`src/rtl/rx_header_parser.sv`:
```
// RDMA receive header parser: strips a 7-beat header, latches its fields, passes the payload through.
// Optional payload-length check against hdr_length is enabled with `define RX_HDR_LEN_CHECK_EN.
module rx_header_parser #(
  parameter int unsigned C_AXIS_TDATA_WIDTH = 32,
  parameter int unsigned C_AXIS_TKEEP_WIDTH = 4
) (
  input  logic                          aclk,
  input  logic                          aresetn,
  input  logic [C_AXIS_TDATA_WIDTH-1:0] s_axis_tdata,
  input  logic [C_AXIS_TKEEP_WIDTH-1:0] s_axis_tkeep,
  input  logic                          s_axis_tvalid,
  input  logic                          s_axis_tlast,
  output logic                          s_axis_tready,
  output logic [C_AXIS_TDATA_WIDTH-1:0] m_axis_tdata,
  output logic [C_AXIS_TKEEP_WIDTH-1:0] m_axis_tkeep,
  output logic                          m_axis_tvalid,
  output logic                          m_axis_tlast,
  input  logic                          m_axis_tready,
  output logic [7:0]                    hdr_opcode,
  output logic [23:0]                   hdr_psn,
  output logic [23:0]                   hdr_dest_qp,
  output logic [31:0]                   hdr_remote_addr,
  output logic [15:0]                   hdr_frag_offset,
  output logic [31:0]                   hdr_length,
  output logic [15:0]                   hdr_pkey,
  output logic [7:0]                    hdr_service_level,
  output logic                          hdr_valid,
  output logic                          pkt_done,
  output logic                          hdr_error,
  output logic                          len_error,
  output logic                          rx_busy,
  output logic [15:0]                   pkt_count
);

  localparam logic [23:0] MARKER = 24'hABABAB;

  typedef enum logic [1:0] {IDLE, HDR, DATA, DROP} state_t;

  state_t     state;
  logic [2:0] beat_cnt;

  logic in_data, s_hs, hs_b6, marker_ok, zero_pay, data_last, done_now, len_bad;

  // Payload is forwarded combinationally in DATA; everything is quiet elsewhere.
  assign in_data       = (state == DATA);
  assign s_axis_tready = (state == HDR) || (state == DROP) || (in_data && m_axis_tready);
  assign m_axis_tvalid = in_data && s_axis_tvalid;
  assign m_axis_tdata  = in_data ? s_axis_tdata : '0;
  assign m_axis_tkeep  = in_data ? s_axis_tkeep : '0;
  assign m_axis_tlast  = in_data && s_axis_tlast;
  assign rx_busy       = (state != IDLE);

  assign s_hs      = s_axis_tvalid && s_axis_tready;
  assign hs_b6     = (state == HDR) && s_hs && (beat_cnt == 3'd6);
  assign marker_ok = (s_axis_tdata[31:8] == MARKER);
  assign zero_pay  = hs_b6 && marker_ok && s_axis_tlast;
  assign data_last = in_data && s_hs && s_axis_tlast;
  assign done_now  = data_last || zero_pay;

`ifdef RX_HDR_LEN_CHECK_EN
  logic [31:0] pay_cnt;

  // Count includes the tlast beat being accepted this cycle.
  assign len_bad = (data_last && ((pay_cnt + 32'd1) != hdr_length)) ||
                   (zero_pay && (hdr_length != 32'd0));

  always_ff @(posedge aclk or negedge aresetn) begin
    if (!aresetn) begin
      pay_cnt   <= '0;
      len_error <= 1'b0;
    end else begin
      len_error <= done_now && len_bad;
      if (state == HDR)
        pay_cnt <= '0;
      else if (in_data && s_hs)
        pay_cnt <= pay_cnt + 32'd1;
    end
  end
`else
  assign len_bad   = 1'b0;
  assign len_error = 1'b0;
`endif

  always_ff @(posedge aclk or negedge aresetn) begin
    if (!aresetn) begin
      state             <= IDLE;
      beat_cnt          <= '0;
      hdr_opcode        <= '0;
      hdr_psn           <= '0;
      hdr_dest_qp       <= '0;
      hdr_remote_addr   <= '0;
      hdr_frag_offset   <= '0;
      hdr_length        <= '0;
      hdr_pkey          <= '0;
      hdr_service_level <= '0;
      hdr_valid         <= 1'b0;
      hdr_error         <= 1'b0;
      pkt_done          <= 1'b0;
      pkt_count         <= '0;
    end else begin
      hdr_valid <= 1'b0;
      hdr_error <= 1'b0;
      pkt_done  <= done_now;
      if (done_now && !len_bad)
        pkt_count <= pkt_count + 16'd1;

      case (state)
        IDLE: begin
          if (s_axis_tvalid) begin
            state    <= HDR;
            beat_cnt <= '0;
          end
        end
        HDR: begin
          if (s_hs) begin
            beat_cnt <= beat_cnt + 3'd1;
            // A truncated header leaves the field of its tlast beat untouched.
            if ((beat_cnt != 3'd6) && s_axis_tlast) begin
              hdr_error <= 1'b1;
              state     <= IDLE;
            end else begin
              case (beat_cnt)
                3'd0: begin
                  hdr_psn    <= s_axis_tdata[31:8];
                  hdr_opcode <= s_axis_tdata[7:0];
                end
                3'd1: hdr_dest_qp     <= s_axis_tdata[23:0];
                3'd2: hdr_remote_addr <= s_axis_tdata[31:0];
                3'd3: hdr_frag_offset <= s_axis_tdata[15:0];
                3'd4: hdr_length      <= s_axis_tdata[31:0];
                3'd5: hdr_pkey        <= s_axis_tdata[15:0];
                3'd6: begin
                  hdr_service_level <= s_axis_tdata[7:0];
                  if (marker_ok) begin
                    hdr_valid <= 1'b1;
                    state     <= s_axis_tlast ? IDLE : DATA;
                  end else begin
                    hdr_error <= 1'b1;
                    state     <= s_axis_tlast ? IDLE : DROP;
                  end
                end
                default: ;
              endcase
            end
          end
        end
        DATA: begin
          if (s_hs && s_axis_tlast)
            state <= IDLE;
        end
        DROP: begin
          if (s_hs && s_axis_tlast)
            state <= IDLE;
        end
        default: state <= IDLE;
      endcase
    end
  end

endmodule

```
`config.mk`:
```
export PLATFORM = sky130hd
export DESIGN_NAME = rx_header_parser
export DESIGN_NICKNAME = d
export VERILOG_FILES = /design/src/rtl/rx_header_parser.sv
export SDC_FILE = /design/constraint.sdc
export NUM_CORES = 1
export LEC_CHECK = 0
export ABC_AREA = 1
export BUFFER_PORTS_ARGS = -buffer_cell sky130_fd_sc_hd__buf_2
export CORE_MARGIN = 4
export CORE_UTILIZATION = 45
export CTS_CLUSTER_DIAMETER = 200
export DETAILED_ROUTE_END_ITERATION = 10
export GPL_TIMING_DRIVEN = 0
export PLACE_DENSITY_LB_ADDON = 0.1
export SLEW_MARGIN = 25
export SYNTH_ARGS = -nofsm -noshare
export SYNTH_HDL_FRONTEND = slang
export SYNTH_SLANG_ARGS = --single-unit
```
`constraint.sdc`:
```
create_clock -name aclk -period 2.3 [get_ports aclk]
set_input_delay 0.115 -clock aclk [delete_from_list [all_inputs] [get_ports aclk]]
set_output_delay 0.115 -clock aclk [all_outputs]
set_load 0.01 [all_outputs]
```
==> results by stage <==
Power and ir drop:
- The total power draw is 12.1 mW.
- The power density relative to cell area is 1260 nW/um2.
- The cell internal power dissipation is 7.67 mW.
- The sequential share of power is 43.4%.
- The combinational share of power is 33.6%.
- In this run switching power makes up 36.7% of total power.
- The net switching power is 4.46 mW.
- In this run the static leakage power is 5.36 nW.
- The maximum VDD drop is 0.547 mV.
- The share of total power dissipated in the clock network is 23.0%.

CTS:
- The buffer levels on the longest clock path is 2.
- Clock tree synthesis found a total of 184 sinks.
- TritonCTS built the clock tree.
- CTS placed an instance of sky130_fd_sc_hd__clkbuf_16 at the clock tree root.
- The later pin in the worst-skew pair is clocked with a latency of 0.42 ns.
- The clock tree synthesis step divided the H-tree into 4 levels.
- The clock buffer count from CTS is 17.
- The register clock-pin slew on the reported worst setup and hold paths is 0.07 ns.

Global route:
- The first global-routing pass estimated 34.9 mm of wire.
- Global routing finished with a remaining overflow of 0.
- The total routing resource utilization after global routing is 24.6%.
- The number of global-route vias before repair is 6,263.
- The largest net degree at the start of global routing is 80.
- The number of antenna violations at the first check in global routing was 0.

Timing:
- The count of final hold-check violations is 0.
- The headroom to the max-slew limit is 60.1%.
- The timing-limited maximum frequency is 0.472 GHz.
- For the final database, setup skew stands at 0.00992 ns.
- For the pin with the worst max-slew slack, the measured transition is 0.598 ns.
- Setup repair after global routing left no endpoint under its margin.
- Setup violations remaining at the end of the flow were counted as 0.
- The post-route fraction of the period consumed by the critical path is 92.2%.
- The final count of pins violating max slew was 0.
- The final critical delay including setup and external delays is 2.12 ns.
- The worst hold slack after final layout is 0.0310 ns.

Cells and area:
- The number of standard cells in the final layout excluding fillers is 1,316.
- The diode insertion count for antenna repair is 0.
- The post-synthesis to final-layout area growth is 29.9%.
- For this run, the post-layout net count is 1,134.
- The fraction of layout cells with a size suffix above 1 is 28.5%.

Yosys:
- After technology mapping, the gate count stands at 807.
- The average cell area after synthesis is 9.16 um2.
- The synthesized netlist contains 27 unique library cells.
- The sequential share of the synthesized area is 62.3%.
- For this run, the number of Yosys warnings is 0.
- Synthesis produced a netlist with a net count of 854.
- The post-synthesis register bit count is 184.
- The synthesized netlist occupies a cell area of 7390 um2.

Worst setup path:
- The worst-path maximum fanout is 10.
- On the worst path, the slowest cell contributes a delay of 0.40 ns.
- The cell type group with the largest total delay on the critical path is simple AND/OR/NAND/NOR gates.
- Counting both buffers and inverters, the worst setup path holds a total of 2.
- The worst-path cell with the longest stage delay is sky130_fd_sc_hd__dfrtp_1.
- For the worst setup path, the data arrival time is 2.41 ns.
- The category of the worst setup path capture point is a flip-flop.
- The worst setup path is launched from a flip-flop.
- Walking the worst path, the cells encountered are inv_1, ha_1, nand2_1, a21oi_4, nand3_2, buf_1, nand2_1, o21ai_0.
- The worst setup path is of the flip-flop to flip-flop kind.
- STA puts the critical path data required time at 2.59 ns.
- The cell that appears most often on the critical path is sky130_fd_sc_hd__nand2_1.

Drt:
- The number of vias per cell after detailed routing is 5.01.
- The routed wire length is 22.5 mm.
- Before antenna repair, the detailed router went through 5 iterations.
- The routed layout has 6,590 vias.
- The violation count after the first detailed-routing iteration is 361.
- The number of nets still failing antenna checks after routing is 0.
- After detailed routing, the number of remaining DRC violations is 0.
- The detailed-route wire length per cell is 17.1 um.

Floorplan:
- The initial cell density of the core is 46.2%.
- Row generation in the floorplan step produced 46 rows.
- From left edge to right edge, the die measures 136 um.
- The region available for standard cell placement spans 16,000 um2.
- The die height is 136 um.
- 261 I/O pins were placed.
- The die covers 18,500 um2.

Run:
- Across the run, the number of max-cap violations was 0.

Outcome:
- The flow ran to the end, and the final reports show no timing, DRC or antenna violations.

Hold path:
- The worst hold path belongs to the class input port to flip-flop.

Placed design:
- The number of instances in the placed design is 1,284.
- The weighted congestion reported at the end of routability-driven placement is 0.828.
- Summed over all nets, the half-perimeter wirelength after detailed placement is 16.2 mm.
- The count of buffers inserted at the top-level ports is 259.
==> final cells by class <==
class                           instances  area, um2
Fill cell                            1505       6400
Sequential cell                       184       4600
Multi-Input combinational cell        527       2410
Timing Repair Buffer                  262       1370
Clock buffer                           18        439
Tap cell                              216        270
Inverter                               58        218
Buffer                                 37        168
Clock inverter                         14        125
==> timing repair <==
item | CTS | global route
hold buffers | 1 | 0
buffers inserted | 0 | 0
setup endpoints to repair | 30 | 30
endpoints found under the hold margin | 105 | 0
gates resized for setup | 1 | 11
==> metal layers <==
| metal | wire length, um | GRT usage [%] |
|---|---|---|
| met4 | 342 | 6.61 |
| met1 | 9890 | 34.3 |
| met2 | 10500 | 38.6 |
| met5 | 0 | 0 |
| met3 | 1770 | 6.51 |
==> worst register-to-register path, delay by kind of cell, from the launching register on <==
family | cells | cell delay [ns]
adders and majority gates | 1 | 0.20
buffers and inverters | 2 | 0.50
and+or+nand+nor | 3 | 0.55
DFF | 1 | 0.40
AOI/OAI and AO/OA | 2 | 0.34
==> cell usage after synthesis <==
cell | number | area (um2)
sky130_fd_sc_hd__nand2_1 | 234 | 878
sky130_fd_sc_hd__dfrtp_1 | 184 | 4600
sky130_fd_sc_hd__o21ai_0 | 164 | 821
sky130_fd_sc_hd__nor2_1 | 64 | 240
sky130_fd_sc_hd__inv_1 | 58 | 218
sky130_fd_sc_hd__clkbuf_1 | 31 | 116
sky130_fd_sc_hd__nand3_1 | 28 | 140
sky130_fd_sc_hd__xor2_1 | 7 | 61.3
sky130_fd_sc_hd__ha_1 | 6 | 75.1
sky130_fd_sc_hd__nand3_2 | 4 | 40.0
sky130_fd_sc_hd__nand4_1 | 4 | 25.0
sky130_fd_sc_hd__xnor2_1 | 4 | 35.0
sky130_fd_sc_hd__buf_2 | 3 | 15.0
sky130_fd_sc_hd__buf_6 | 2 | 22.5
sky130_fd_sc_hd__nor3_1 | 2 | 10.0
sky130_fd_sc_hd__a21oi_1 | 1 | 5.00
sky130_fd_sc_hd__a21oi_4 | 1 | 16.3
sky130_fd_sc_hd__a31oi_1 | 1 | 6.26
sky130_fd_sc_hd__and2_1 | 1 | 6.26
sky130_fd_sc_hd__buf_1 | 1 | 3.75
sky130_fd_sc_hd__buf_4 | 1 | 7.51
sky130_fd_sc_hd__conb_1 | 1 | 3.75
sky130_fd_sc_hd__nand2_2 | 1 | 6.26
sky130_fd_sc_hd__nand2_4 | 1 | 11.3
sky130_fd_sc_hd__nand3b_1 | 1 | 7.51
sky130_fd_sc_hd__nor2_4 | 1 | 11.3
sky130_fd_sc_hd__o22ai_1 | 1 | 6.26
==> metrics by stage <==
stage                     utilization (%)  area (um2)  worst slack [ns]  setup TNS, ns
after floorplan                         -        7390             0.587              0
after global placement               56.0        8960             -1.89        -344.18
after detailed placement             56.4        9020             0.178              0
after CTS                            60.0        9600           0.00604              0
after global routing                 60.0        9600           0.00121              0
final                                60.0        9600             0.180              0
==> power groups by stage <==
stage	clock (mW)	sequential, mW	combinational [mW]
final	2.79	5.27	4.07
after global routing	2.98	5.43	4.58
after CTS	2.84	5.27	4.15
after detailed placement	0	5.29	4.15
after global placement	0	5.29	4.04
after floorplan	0	5.87	1.42
==> cell usage in the layout, fill, tap and decap left out, types with 4 or more instances in the layout <==
cell | netlist | final
sky130_fd_sc_hd__buf_2 | 3 | 261
sky130_fd_sc_hd__clkbuf_1 | 31 | 23
sky130_fd_sc_hd__clkbuf_16 | 0 | 17
sky130_fd_sc_hd__clkbuf_2 | 0 | 5
sky130_fd_sc_hd__clkinv_2 | 0 | 4
sky130_fd_sc_hd__dfrtp_1 | 184 | 184
sky130_fd_sc_hd__ha_1 | 6 | 6
sky130_fd_sc_hd__inv_1 | 58 | 57
sky130_fd_sc_hd__nand2_1 | 234 | 234
sky130_fd_sc_hd__nand3_1 | 28 | 28
sky130_fd_sc_hd__nand3_2 | 4 | 4
sky130_fd_sc_hd__nand4_1 | 4 | 4
sky130_fd_sc_hd__nor2_1 | 64 | 64
sky130_fd_sc_hd__o21ai_0 | 164 | 164
sky130_fd_sc_hd__xnor2_1 | 4 | 4
sky130_fd_sc_hd__xor2_1 | 7 | 7
==> sequential cells by signal, indices dropped and copies added (netlist names), 8 cells and up <==
| signal | cells |
|---|---|
| hdr_pkey | 16 |
| hdr_opcode | 8 |
| hdr_psn | 24 |
| hdr_dest_qp | 24 |
| hdr_frag_offset | 16 |
| hdr_remote_addr | 32 |
| hdr_length | 32 |
| pkt_count | 16 |
| hdr_service_level | 8 |
==> cells by family after synthesis <==
kind of cell | after synthesis | share of synthesized area (%)
AO/OA/AOI/OAI | 168 | 11.6
XOR/XNOR | 11 | 1.30
adder cells (fa/ha/maj) | 6 | 1.02
buffers and inverters | 96 | 5.18
flip-flops | 184 | 62.3
other | 1 | 0.0507
AND/OR/NAND/NOR | 341 | 18.6
==> final timing paths <==
path                       cells past startpoint  slack, ns                            start                               to
min in group asynchronous                      2       0.14                          aresetn  hdr_remote_addr[10]$_DFFE_PN0P_
min                                            3       0.03                 s_axis_tdata[17]      hdr_dest_qp[17]$_DFFE_PN0P_
min reg2reg                                    2       0.48  hdr_frag_offset[13]$_DFFE_PN0P_  hdr_frag_offset[13]$_DFFE_PN0P_
max                                            8       0.18          beat_cnt[0]$_DFFE_PN0P_        hdr_length[7]$_DFFE_PN0P_
max in group asynchronous                      4       1.13                          aresetn  hdr_remote_addr[23]$_DFFE_PN0P_
max reg2reg                                    8       0.18          beat_cnt[0]$_DFFE_PN0P_        hdr_length[7]$_DFFE_PN0P_
Power figures use the tool's default switching activity.
